$ cat src/rtl/pipe_pkg.sv
// Shared pipeline-stage types and defaults.
// Latency: n/a (types only).
// Backpressure: n/a (types only).
package pipe_pkg;

  // Occupancy of an inter-stage register: nothing, main only, main + skid.
  typedef enum logic [1:0] {
    ST_EMPTY = 2'd0,
    ST_BUSY  = 2'd1,
    ST_FULL  = 2'd2
  } stage_state_t;

  // Natural payload width: {IR, PC}.
  localparam int PIPE_DATA_W_DEFAULT = 64;

endpackage

$ cat src/rtl/sat_counter.sv
// Saturating up-counter for performance debug.
// Latency: value updates one cycle after inc is sampled.
// Backpressure: none; sticks at all-ones until reset.
// Ports: clk, rst_n (async active-low), inc (count this cycle), value (current count).
module sat_counter #(
  parameter int CNT_W = 16
) (
  input  logic             clk,
  input  logic             rst_n,
  input  logic             inc,
  output logic [CNT_W-1:0] value
);

  always_ff @(posedge clk or negedge rst_n) begin
    if (!rst_n) begin
      value <= '0;
    end else if (inc && (value != {CNT_W{1'b1}})) begin
      value <= value + 1'b1;
    end
  end

endmodule

$ cat src/rtl/pipe_stage_reg.sv
// Inter-stage pipeline register with valid/ready handshake and optional 2-entry skid buffer.
// Latency: 1 cycle in_data -> out_data; full throughput with no bubbles in either mode.
// Backpressure: SKID=1 absorbs one extra beat and drops in_ready from state; SKID=0 in_ready = !out_valid | out_ready.
// Ports: clk, rst_n (async active-low), flush (sync squash), in_valid/in_ready/in_data (upstream),
//        out_valid/out_ready/out_data (downstream, data zero when invalid), stall_cnt (saturating stall cycles).
module pipe_stage_reg
  import pipe_pkg::*;
#(
  parameter int DATA_W = PIPE_DATA_W_DEFAULT,
  parameter bit SKID   = 1'b1,
  parameter int CNT_W  = 16
) (
  input  logic              clk,
  input  logic              rst_n,
  input  logic              flush,
  input  logic              in_valid,
  output logic              in_ready,
  input  logic [DATA_W-1:0] in_data,
  output logic              out_valid,
  input  logic              out_ready,
  output logic [DATA_W-1:0] out_data,
  output logic [CNT_W-1:0]  stall_cnt
);

  stage_state_t      state;
  logic [DATA_W-1:0] main_q;
  logic [DATA_W-1:0] skid_q;
  logic              accept;
  logic              consume;

  assign out_valid = (state != ST_EMPTY);
  // main_q is cleared whenever the stage empties, so a bubble never carries stale data.
  assign out_data  = main_q;

  // With the skid entry the ready only depends on occupancy, breaking the
  // combinational ready path back up the pipeline.
  assign in_ready = SKID ? (state != ST_FULL) : (!out_valid || out_ready);

  assign accept  = in_valid && in_ready;
  assign consume = out_valid && out_ready;

  always_ff @(posedge clk or negedge rst_n) begin
    if (!rst_n) begin
      state  <= ST_EMPTY;
      main_q <= '0;
      skid_q <= '0;
    end else if (flush) begin
      // Any same-cycle input is squashed along with the upstream stage.
      state  <= ST_EMPTY;
      main_q <= '0;
      skid_q <= '0;
    end else begin
      case (state)
        ST_EMPTY: begin
          if (accept) begin
            main_q <= in_data;
            state  <= ST_BUSY;
          end
        end
        ST_BUSY: begin
          if (accept && consume) begin
            main_q <= in_data;
          end else if (accept && SKID) begin
            // Downstream stalled while a new beat arrived: park it behind main.
            skid_q <= in_data;
            state  <= ST_FULL;
          end else if (consume) begin
            main_q <= '0;
            state  <= ST_EMPTY;
          end
        end
        ST_FULL: begin
          if (consume) begin
            // Older skid entry moves up before anything newer is taken.
            main_q <= skid_q;
            skid_q <= '0;
            state  <= ST_BUSY;
          end
        end
        default: begin
          state  <= ST_EMPTY;
          main_q <= '0;
          skid_q <= '0;
        end
      endcase
    end
  end

  sat_counter #(.CNT_W(CNT_W)) u_stall_cnt (
    .clk   (clk),
    .rst_n (rst_n),
    .inc   (out_valid && !out_ready),
    .value (stall_cnt)
  );

endmodule

$ cat config.mk
export PLATFORM = sky130hd
export DESIGN_NAME = pipe_stage_reg
export DESIGN_NICKNAME = d
export VERILOG_FILES = /design/src/rtl/pipe_pkg.sv /design/src/rtl/sat_counter.sv /design/src/rtl/pipe_stage_reg.sv
export SDC_FILE = /design/constraint.sdc
export NUM_CORES = 1
export LEC_CHECK = 0
export BUFFER_PORTS_ARGS = -buffer_cell sky130_fd_sc_hd__buf_2
export CORE_MARGIN = 4
export CORE_UTILIZATION = 45
export DETAILED_ROUTE_END_ITERATION = 6
export PLACE_DENSITY = 0.68
export SLEW_MARGIN = 20
export SYNTH_ARGS = -nofsm -noshare
export SYNTH_HDL_FRONTEND = slang
export SYNTH_SLANG_ARGS = --single-unit
$ cat constraint.sdc
create_clock -name clk -period 4.9 [get_ports clk]
set_clock_uncertainty 0.15 [all_clocks]
set_input_delay 0.245 -clock clk [delete_from_list [all_inputs] [get_ports clk]]
set_output_delay 0.245 -clock clk [all_outputs]
set_load 0.01 [all_outputs]
=== After elaboration in Yosys (flattened, before gate mapping) ===
Index checks and enable logic that the tools add are counted.

* Logic and storage cells: 45
* Input port bits: 69
* Output and inout port bits: 82
* Register bits after elaboration: 146

* Reduce and logical (&&, ||, !) cells: 11
* Muxes and demuxes: 17
* $add $sub $neg: 1
* Eq/ne operators: 12

{| class="wikitable"
|+ Operator list
! kind !! count
|-
| 64-bit 2-to-1 mux || 8
|-
| 64-bit one-hot mux with 3 select lines || 2
|-
| 16-bit by 1-bit adder with 16-bit output, second input constant || 1
|-
| 16-bit != test, second input constant || 1
|-
| 2-bit 2-to-1 mux || 6
|-
| 3-bit != test, second input constant || 4
|-
| 4-bit != test, second input constant || 3
|-
| 4-bit AND reduction || 3
|-
| 2-bit one-hot mux with 3 select lines || 1
|-
| 1-bit logical AND || 5
|-
| 2-bit != test, second input constant || 2
|-
| 2-bit by 1-bit equality test with 1-bit output, second input constant || 1
|-
| 2-bit equality test, second input constant || 1
|-
| 2-bit logical NOT || 1
|-
| 2-bit nonzero test || 1
|-
| 1-bit logical NOT || 1
|}

=== Longest topological paths before layout ===
Gate-level depths: netlist of run 1.

* Depth in word-level cells: 7
* Depth in mapped cells: 7
* Depth with buffers taken out: 5

=== Cells and area by module ===
Synthesis of run 1 repeated with hierarchy kept, for this count alone.

* Cell total of the unflattened synthesis: 663
* Area, all modules: 7531.0 um2

{| class="wikitable"
|+ Modules (own cells, without submodules)
! module !! cells an instance !! sequential area each (um2) !! instances !! area each (um2)
|-
| pipe_stage_reg || 586 || 3253.1 || 1 || 6646.4
|-
| sat_counter || 77 || 400.4 || 1 || 884.6
|}

=== Worst setup path before layout of run 1 ===
No wires, ideal clock.

* Path type: register to register
* Start: register u_stall_cnt.value[0]
* End: register u_stall_cnt.value[1]
* Required time: 4.625 ns
* Data arrival time: 1.508 ns
* Buffers on the path: 0
* Cell stages (with the launch flop): 6
* Slack: 3.117 ns
* Period minus slack after synthesis: 1.783 ns
* Setup time: 0.125 ns
* Cell sequence: dfrtp_1 > ha_1 > and3_1 > nand3_1 > o21ba_1 > mux2_4

* Longest elaborated chain between the ends: 2
* Elaborated cells between the ends (all ways): 3
* Those cells by class: add/sub (1); eq/ne (1); reduce/logical (1)

{| class="wikitable"
|+ RTL lines
! what !! RTL line !! source
|-
| from (decl) || sat_counter.sv:11 || <nowiki>output logic [CNT_W-1:0] value</nowiki>
|-
| from (signal assigned) || sat_counter.sv:18 || <nowiki>value <= value + 1'b1;</nowiki>
|-
| branches (longest 2 deep; another with 16-bit by 1-bit adder with 16-bit output) || -- ||
|}

Several ways; the timed one is not identified.
A chain may end at the register's enable or synchronous reset.

=== Final worst setup path of run 1 ===
* Start: register state[1]
* End: register state[1]

* Longest elaborated chain between the ends: 6
* Elaborated cells between the ends (all ways): 17
* Those cells by class: eq/ne (7); mux (4); reduce/logical (6)

{| class="wikitable"
|+ RTL lines
! what !! RTL line !! source
|-
| from (decl) || pipe_stage_reg.sv:25 || <nowiki>stage_state_t state;</nowiki>
|-
| from (signal assigned) || pipe_stage_reg.sv:44 || <nowiki>state <= ST_EMPTY;</nowiki>
|-
| from (signal assigned) || pipe_stage_reg.sv:49 || <nowiki>state <= ST_EMPTY;</nowiki>
|-
| from (signal assigned) || pipe_stage_reg.sv:57 || <nowiki>state <= ST_BUSY;</nowiki>
|-
| 2-bit != test || pipe_stage_reg.sv:37 || <nowiki>assign in_ready = SKID ? (state != ST_FULL) : (!out_valid || out_ready);</nowiki>
|-
| 1-bit logical AND || pipe_stage_reg.sv:39 || <nowiki>assign accept = in_valid && in_ready;</nowiki>
|-
| 2-bit 2-to-1 mux || pipe_stage_reg.sv:63 || <nowiki>end else if (accept && SKID) begin</nowiki>
|-
| 2-bit 2-to-1 mux || pipe_stage_reg.sv:61 || <nowiki>if (accept && consume) begin</nowiki>
|-
| 2-bit one-hot mux with 3 select lines || pipe_stage_reg.sv:53 || <nowiki>case (state)</nowiki>
|-
| 2-bit 2-to-1 mux || pipe_stage_reg.sv:47 || <nowiki>end else if (flush) begin</nowiki>
|}

Parallel ways exist; a longest one is shown, timed or not. The select of a mux whose other input is x is not followed.

==> results of run 1 <==
-- worst min-delay path, cell delays in order --
cell and delay [ps]:
sky130_fd_sc_hd__buf_2 130, sky130_fd_sc_hd__or3b_2 120, sky130_fd_sc_hd__a21oi_1 60, sky130_fd_sc_hd__nor2_1 110
sky130_fd_sc_hd__nor2_1 50
-- metal layers --
| metal | track usage (%) | wire [um] | vias up |
|---|---|---|---|
| li1 | - | - | 2471 |
| met1 | 28.4 | 7470 | 2631 |
| met2 | 32.1 | 8030 | 155 |
| met3 | 4.53 | 956 | 26 |
| met4 | 8.21 | 374 | 0 |
| met5 | 0 | 0 | - |
-- power by group through the flow --
| stage | Sequential, W | Combinational [W] | Clock [W] |
|---|---|---|---|
| floorplan | 0.00140 | 0.000221 | 0 |
| finish | 0.00137 | 0.000452 | 0.00126 |
| global route | 0.00138 | 0.000498 | 0.00133 |
| global placement | 0.00138 | 0.000402 | 0 |
| detailed placement | 0.00138 | 0.000414 | 0 |
| CTS | 0.00137 | 0.000457 | 0.00128 |
-- metrics by stage --
stage | utilization [%] | power, W | area [um^2] | std cells
global placement | 51.3 | 0.00178 | 7430 | 887
finish | 60.0 | 0.00307 | 8690 | 987
global route | 60.0 | 0.00321 | 8690 | 987
CTS | 60.0 | 0.00311 | 8690 | 987
floorplan | - | 0.00162 | 6630 | 590
detailed placement | 51.3 | 0.00180 | 7430 | 887
-- area by class of cell --
| cell class | count | area, um^2 | share of cell area (%) |
|---|---|---|---|
| sequential | 146 | 3650 | 42.1 |
| clock buffer | 23 | 498 | 5.73 |
| timing repair buffer | 225 | 1500 | 17.3 |
| tap | 184 | 230 | 2.65 |
| multi-input combinational | 333 | 2470 | 28.5 |
| clock inverter | 9 | 78.8 | 0.907 |
| inverter | 67 | 251 | 2.89 |
-- logic make-up after synthesis --
| kind of cell | count (synthesis) |
|---|---|
| multiplexers | 68 |
| AND/OR/NAND/NOR | 105 |
| adder cells (fa/ha/maj) | 1 |
| flip-flops | 146 |
| AO/OA/AOI/OAI | 146 |
| XOR/XNOR | 13 |
| buffers and inverters | 111 |
-- sequential cells by signal (all words and copies together), names as in the netlist --
name	cells
out_data	64
u_stall_cnt.value	16
skid_q	64
state	2
-- worst max path at each step --
stage / from / endpoint / slack (ps)
2_1_floorplan: u_stall_cnt.value[0] / u_stall_cnt.value[1] / 3120
3_3_place_gp: state[0] / skid_q[33] / 2400
3_5_place_dp: state[0] / skid_q[23] / 2240
4_1_cts: state[1] / state[1] / 2110
5_1_grt: state[1] / state[1] / 1990
6_report: state[1] / state[1] / 2110
-- placed cells by master (no fill, tap or decap), drive strengths merged, types with 23 or more instances in the layout --
cell type and instances:
dfrtp 146, nand2 69, buf 157, a22oi 64
inv 67, o2bb2ai 65, mux2i 66, dlygate4sd3 68
clkbuf 23
-- repair_timing --
action	in CTS	in global routing
hold buffers	68	0
hold endpoints to repair	202	0
buffers inserted	0	0
==> impl_metrics.yaml, run 1 <==
outcome:
  run_status: "finished clean"
synth:
  yosys.area_share.simple_pct: 7.08
  synth_area_per_cell_um2: 11.2
  synthFlopType: "sky130_fd_sc_hd__dfrtp_1"
  synth_compound_area_share_pct: 17.6
  synth-xor-area-share_pct: 1.72
  synth_top_cells_by_count: "sky130_fd_sc_hd__dfrtp_1 (146), sky130_fd_sc_hd__nand2_1 (69), sky130_fd_sc_hd__inv_1 (67), sky130_fd_sc_hd__mux2i_1 (66), sky130_fd_sc_hd__o2bb2ai_1 (65)"
  netlist_area_mm2: 0.00663
  synth_seq_cells: 146
  yosysWarnings: 0
  synth_largest_type_area_fraction_pct: 55.1
  post_synth_fa_ha_maj_area_fraction_pct: 0.189
  ys_top_cells_by_area: "sky130_fd_sc_hd__dfrtp_1 (55%), sky130_fd_sc_hd__mux2i_1 (10%), sky130_fd_sc_hd__o2bb2ai_1 (8.6%)"
  synthDominantAreaCellType: "sky130_fd_sc_hd__dfrtp_1"
  syn_nets: 660
  synth_cells: 590
  synth-async-reset-ratio_pct: 100
  synthDistinctLibCells: 39
  count_of_flip_flops_with_a_built_in_enable_after_synthesis: 0
  ys_seq_area_share_pct: 55.1
  yosys.cell_count.top_type: "sky130_fd_sc_hd__dfrtp_1"
  synth_mux_area_share_pct: 10.4
  main_combinational_cell_family_by_area_after_synthesis: "compound AO/OA/AOI/OAI gates"
power_and_ir_drop:
  p_sw_share_pct: 26.5
  powerDensity_mw_per_mm2: 354
  comb_power_share_pct: 14.7
  internal_power_w: 0.00226
  peakVddDrop_mv: 0.253
  net-switching-power_w: 0.000814
  share_clk_of_total_power_pct: 40.9
  cellLeakagePower_nw: 4.20
  power.sequential.fraction_pct: 44.4
cells_and_area:
  nNetsFinal: 860
  layout-drive-gt1-share_pct: 24.8
  fillerInstances: 1178
  antennaDiodeCount: 0
  syn_to_final_growth_pct: 31.0
setup_path:
  crit_family: "buffers and inverters"
  crit_buf_inv: 2
  critical_path.endpoint_type: "flop"
  crit_path_cell_trace: "nor2b_4 -> buf_4 -> a21oi_1 -> nor3_1 -> dlygate4sd3_1"
  path_depth: 5
  path_class: "flop to flop"
  ff2ff_path_depth: 5
  r2r_setup_slack_ps: 2110
  worst-endpoint-arrival_ps: 3000
  worstSetupStartpointType: "flop"
  worstPathRequired_ps: 5110
  r2r-end: "state[1]"
  slowest_stage: "sky130_fd_sc_hd__nor2b_4"
  critPathMaxFanout: 39
  critical_path.max_stage_delay_ps: 700
  worst_r2r_startpoint: "state[1]"
grt:
  initial_antenna_violation_count: 0
  overall_track_demand_over_capacity_in_global_routing_pct: 20.7
  first_global_vias: 5346
  grt_first_pass_wirelength_um: 27400
  grt_overflow: 0
  grt_max_degree: 101
clock_network:
  cts_root_buffer: "sky130_fd_sc_hd__clkbuf_16"
  tritoncts.num_buffers: 17
  clock_latency_at_the_later_pin_of_the_worst_skew_pair_ps: 420
  ctsResizeCount: 0
  htreeDepth: 4
  clk_path_buf_depth: 2
  clk_pin_slew_worst_setup_hold_paths_ps: 60
  cts_tree: "yes"
  clock_sink_count: 146
sta:
  grt_setup_unrepaired: "no"
  period_share_pct: 56.9
  final_max_slew_viol_count: 0
  fmaxAchievable_mhz: 358
  worst_slack_ps: 2110
  finalCriticalPeriod_ps: 2790
  tightest_slew_ps: 1070
  slew_headroom_pct: 28.2
  hold_ws_ps: 199
  setup-violations-final: 0
  tns_ps: 0
  number_of_hold_violations_in_the_final_report: 0
routing:
  totalWireLength_um: 16800
  wl_per_cell_um: 17.1
  ant_nets: 0
  initialDrtViolationCount: 423
  drcViolationCount: 0
  detailroute.via_count: 5283
  drt-vias-per-instance: 5.35
  first_pass_detailed_route_iteration_total: 4
flow_run:
  max-cap-violations: 0
floorplanning:
  core_area_mm2: 0.0145
  num_io_pins: 151
  dieWidth_um: 129
  effective_utilization_at_floorplan_pct: 45.8
  die_y_um: 129
  dieArea_mm2: 0.0167
  std_cell_rows: 44
place:
  port-buffer-count: 150
  gp_routability_congestion: 0.769
  dp_slack_ps: 2240
  hpwl_um: 10300
hold_path:
  hold_path_class: "input port to flop"
  worstHoldStart: "in_valid"
  worst_hold_path.endpoint: "state[0]"
  min_delay_path_depth: 5
(Power assumes the default switching activity.)
==> run 2: changes to the inputs <==
clock period = 2.8 ns   (was 4.9 ns; I/O delays follow)
==> run 2 against run 1 <==
Core utilization up 0.86 points. Die area is the same. Wire length up 2.8%. Count of clock-buffer cells in the layout rose by 1. First-iteration DRC count is 5.4% lower. Critical path depth unchanged. Hold slack got worse by 150 ps. Flip-flop and latch count unchanged. Register-to-register slack got worse by 1500 ps. Sequential share of layout area shrank 0.60 points. Sequential power rose by 74%. Maximum frequency grew 30%. Largest cell class unchanged.
==> impl_metrics.yaml, run 2 (synthesis gave the netlist of run 1 again) <==
clock_network:
  cts_setup_buffers: 0
  clock_sink_count: 146
  cts_root_buffer: "sky130_fd_sc_hd__clkbuf_16"
  ctsResizeCount: 0
  tritoncts.num_buffers: 17
  cts_tree: "yes"
  clock_latency_at_the_later_pin_of_the_worst_skew_pair_ps: 420
  htreeDepth: 4
  clk_path_buf_depth: 2
  clk_pin_slew_worst_setup_hold_paths_ps: 60
place:
  dp_slack_ps: 750
  gp_routability_congestion: 0.764
  hpwl_um: 10500
  port-buffer-count: 150
sta:
  tightest_slew_ps: 518
  hold_ws_ps: 52.8
  final_max_slew_viol_count: 0
  grt_setup_unrepaired: "no"
  number_of_hold_violations_in_the_final_report: 0
  finalCriticalPeriod_ps: 2140
  tns_ps: 0
  period_share_pct: 76.5
  slew_headroom_pct: 65.5
  setup-violations-final: 0
  worst_slack_ps: 658
  fmaxAchievable_mhz: 467
floorplanning:
  std_cell_rows: 44
  core_area_mm2: 0.0145
  dieWidth_um: 129
  die_y_um: 129
  effective_utilization_at_floorplan_pct: 45.8
  num_io_pins: 151
  dieArea_mm2: 0.0167
setup_path:
  critPathMaxFanout: 35
  critical_path.max_stage_delay_ps: 580
  worstPathRequired_ps: 3000
  worst-endpoint-arrival_ps: 2340
  crit_buf_inv: 2
  cp-startpoint: "state[1]"
  path_class: "flop to flop"
  crit_family: "buffers and inverters"
  critical_path.endpoint_type: "flop"
  slowest_stage: "sky130_fd_sc_hd__dlygate4sd3_1"
  crit_path_cell_trace: "nor2b_4 -> buf_4 -> a21oi_1 -> nor3_1 -> dlygate4sd3_1"
  r2r_setup_slack_ps: 660
  worst_r2r_startpoint: "state[1]"
  worstSetupStartpointType: "flop"
power_and_ir_drop:
  powerDensity_mw_per_mm2: 633
  peakVddDrop_mv: 0.390
  cellLeakagePower_nw: 4.27
cells_and_area:
  layout-drive-gt1-share_pct: 25.3
  most-common-layout-cells: "sky130_fd_sc_hd__buf_2 (149), sky130_fd_sc_hd__dfrtp_1 (146), sky130_fd_sc_hd__nand2_1 (69), sky130_fd_sc_hd__dlygate4sd3_1 (68), sky130_fd_sc_hd__inv_1 (67)"
  syn_to_final_growth_pct: 32.9
  combined_flip_flop_and_latch_cell_area_mm2: 0.00365
  nNetsFinal: 867
  layout_commonest_cell: "sky130_fd_sc_hd__buf_2"
  antennaDiodeCount: 0
  area_taken_by_multi_input_logic_gates_mm2: 0.00247
  fillerInstances: 1135
hold_path:
  hold_path_class: "input port to flop"
  worstHoldStart: "in_valid"
grt:
  first_global_vias: 5580
  grt_max_degree: 65
  initial_antenna_violation_count: 0
  grt_overflow: 0
  overall_track_demand_over_capacity_in_global_routing_pct: 21.7
  grt_first_pass_wirelength_um: 28600
outcome:
  run_status: "finished clean"
routing:
  ant_nets: 0
  detailroute.via_count: 5344
  totalWireLength_um: 17300
  wl_per_cell_um: 17.4
  drcViolationCount: 0
  drt-vias-per-instance: 5.38
  first_pass_detailed_route_iteration_total: 4
  initialDrtViolationCount: 400
flow_run:
  max-cap-violations: 0
run 2: area by class of cell:
type,instances,share of cell area (%)
Multi-Input combinational cell,333,28.1
Tap cell,184,2.61
Timing Repair Buffer,232,17.9
Inverter,67,2.85
Sequential cell,146,41.5
Clock inverter,8,1.39
Clock buffer,24,5.69
run 2: power breakdown:
part / internal (W) / switching [W] / total, W
registers: 0.00226 / 0.000128 / 0.00239
clock network: 0.00152 / 0.000856 / 0.00238
logic: 0.000365 / 0.000443 / 0.000807
run 2: what timing repair did:
item                                    CTS  global route
hold buffers                             68             0
endpoints found under the hold margin   184             0
endpoints found under the setup margin    0             0
run 2: final timing paths:
path                                endpoint  depth (start not counted)
worst max-delay path                state[1]                          5
worst min-delay path                state[0]                          5
worst max register to register      state[1]                          5
worst min register to register  out_data[56]                          1
max in group asynchronous       out_data[10]                          3
min in group asynchronous       out_data[39]                          2
run 2: per-stage QoR:
| step | utilization [%] | area (um^2) | instances | total power [W] |
|---|---|---|---|---|
| after global placement | 51.9 | 7510 | 894 | 0.00314 |
| after global routing | 60.9 | 8810 | 994 | 0.00583 |
| final | 60.9 | 8810 | 994 | 0.00558 |
| after detailed placement | 51.9 | 7510 | 894 | 0.00316 |
| after CTS | 60.9 | 8810 | 994 | 0.00562 |
| after floorplan | - | 6630 | 590 | 0.00283 |
run 2: per-layer routing:
metal  wire, um  up-vias  track usage [%]
met5          0        -                0
met4        376        0             8.15
met3        923       32             4.82
met2       8610      184             35.2
met1       7390     2640             28.5
li1           -     2488                -
run 2: worst min-delay path, delay by kind of cell:
family                 cells  cell delay [ps]
buffers and inverters      1              120
AND/OR/NAND/NOR            3              250
AO/OA/AOI/OAI              1               60
==> run 3: changes to the inputs <==
PLACE_DENSITY = 0.71   (was 0.68)
clock period = 1.9 ns   (was 2.8 ns; I/O delays follow)
==> run 3 against run 2 <==
Total power up 49%. Clock power up 49%. Non-clock buffer count grew 9. Core utilization grew 1.4 points. First-iteration DRC count up 8.8%.
==> impl_metrics.yaml, run 3 (synthesis gave the netlist of run 1 again) <==
setup_path:
  crit_family: "buffers and inverters"
  crit_path_cell_trace: "nor2b_4 -> buf_12 -> inv_1 -> buf_2"
  crit_buf_inv: 3
  path_class: "flop to output pin"
  critical_path.max_stage_delay_ps: 470
  critical_path.endpoint_type: "output pin"
  worstPathRequired_ps: 1650
  worst-endpoint-arrival_ps: 1550
  critPathMaxFanout: 56
  slowest_stage: "sky130_fd_sc_hd__dfrtp_2"
  worstSetupStartpointType: "flop"
sta:
  slew_headroom_pct: 67.3
  finalCriticalPeriod_ps: 1800
  tns_ps: 0
  final_max_slew_viol_count: 0
  tightest_slew_ps: 489
  grt_setup_unrepaired: "no"
  setup-violations-final: 0
  fmaxAchievable_mhz: 556
  number_of_hold_violations_in_the_final_report: 0
  period_share_pct: 94.7
floorplanning:
  core_area_mm2: 0.0145
  effective_utilization_at_floorplan_pct: 45.8
  dieArea_mm2: 0.0167
  die_y_um: 129
  dieWidth_um: 129
  std_cell_rows: 44
  num_io_pins: 151
clock_network:
  clock_latency_at_the_later_pin_of_the_worst_skew_pair_ps: 410
  clock_sink_count: 146
  htreeDepth: 4
  cts_tree: "yes"
  clk_path_buf_depth: 2
  tritoncts.num_buffers: 17
  clk_pin_slew_worst_setup_hold_paths_ps: 60
  cts_root_buffer: "sky130_fd_sc_hd__clkbuf_16"
routing:
  first_pass_detailed_route_iteration_total: 5
  drcViolationCount: 0
  totalWireLength_um: 17600
  initialDrtViolationCount: 435
  wl_per_cell_um: 17.5
  detailroute.via_count: 5373
  drt-vias-per-instance: 5.35
  ant_nets: 0
cells_and_area:
  final_core_util_pct: 62.2
  area_taken_by_multi_input_logic_gates_mm2: 0.00248
  fillerInstances: 1118
  final-instance-count-excl-fill: 1004
  nNetsFinal: 876
  syn_to_final_growth_pct: 35.9
  most-common-layout-cells: "sky130_fd_sc_hd__buf_2 (149), sky130_fd_sc_hd__dfrtp_1 (145), sky130_fd_sc_hd__dlygate4sd3_1 (70), sky130_fd_sc_hd__nand2_1 (69), sky130_fd_sc_hd__inv_1 (67)"
  combined_flip_flop_and_latch_cell_area_mm2: 0.00365
  layout_commonest_cell: "sky130_fd_sc_hd__buf_2"
  layout-drive-gt1-share_pct: 26.1
outcome:
  run_status: "finished clean"
grt:
  overall_track_demand_over_capacity_in_global_routing_pct: 22.1
  grt_first_pass_wirelength_um: 29400
  grt_overflow: 0
  first_global_vias: 5934
  initial_antenna_violation_count: 0
  grt_max_degree: 57
place:
  gp_routability_congestion: 0.851
  hpwl_um: 10800
  placedCellCount: 901
  port-buffer-count: 150
power_and_ir_drop:
  cellLeakagePower_nw: 4.35
  post_route_total_power_w: 0.00831
  powerDensity_mw_per_mm2: 923
  peakVddDrop_mv: 0.566
flow_run:
  max-cap-violations: 0
hold_path:
  hold_path_class: "input port to flop"
[run 3: final timing paths]
check	startpoint	to	slack, ps	cells past startpoint
worst max register to register	state[0]	state[1]	120	5
worst min-delay path	in_data[7]	skid_q[7]	310	4
min in group asynchronous	rst_n	skid_q[25]	530	3
worst max-delay path	state[0]	in_ready	100	4
worst min register to register	out_data[30]	out_data[30]	330	1
max in group asynchronous	rst_n	skid_q[15]	380	4
[run 3: timing repair]
item,in CTS,in global routing
hold buffers,70,0
gates resized for setup,0,3
endpoints found under the hold margin,276,0
buffers inserted,0,0
setup endpoints to repair,0,6
[run 3: power by group]
part / leakage [nW] / total [W] / internal, W / switching, W
registers: 1.98 / 0.00352 / 0.00334 / 0.000186
logic: 2.06 / 0.00126 / 0.000584 / 0.000672
clock network: 0.306 / 0.00354 / 0.00229 / 0.00124
total: 4.35 / 0.00831 / 0.00621 / 0.00210
[run 3: final cells by class]
class / count / share of cell area [%]
inverter: 67 / 2.79
sequential: 146 / 40.6
clock buffer: 22 / 5.26
timing repair buffer: 241 / 19.6
tap: 184 / 2.56
clock inverter: 10 / 1.72
multi-input combinational: 333 / 27.5
antenna: 1 / 0.0278
[run 3: worst min-delay path, delay by kind of cell]
| kind | cells | cell delay [ps] |
|---|---|---|
| multiplexers | 1 | 50 |
| buffers and inverters | 2 | 640 |
| AND/OR/NAND/NOR | 1 | 40 |
[run 3: per-layer routing]
metal  up-vias  routed length [um]  track usage, %
met5         -                   0               0
met4         0                 344            9.14
met3        34                 817            4.62
met2       148                8760            36.6
met1      2683                7630            28.4
li1       2508                   -               -
[run 3: stage by stage]
stage	area, um^2	setup WS (ps)	hold WS (ps)
floorplan	6630	117	-351
global placement	7670	141	-136
detailed placement	7670	131	-129
CTS	9000	46.5	295
global route	9010	0.884	325
finish	9010	100	313
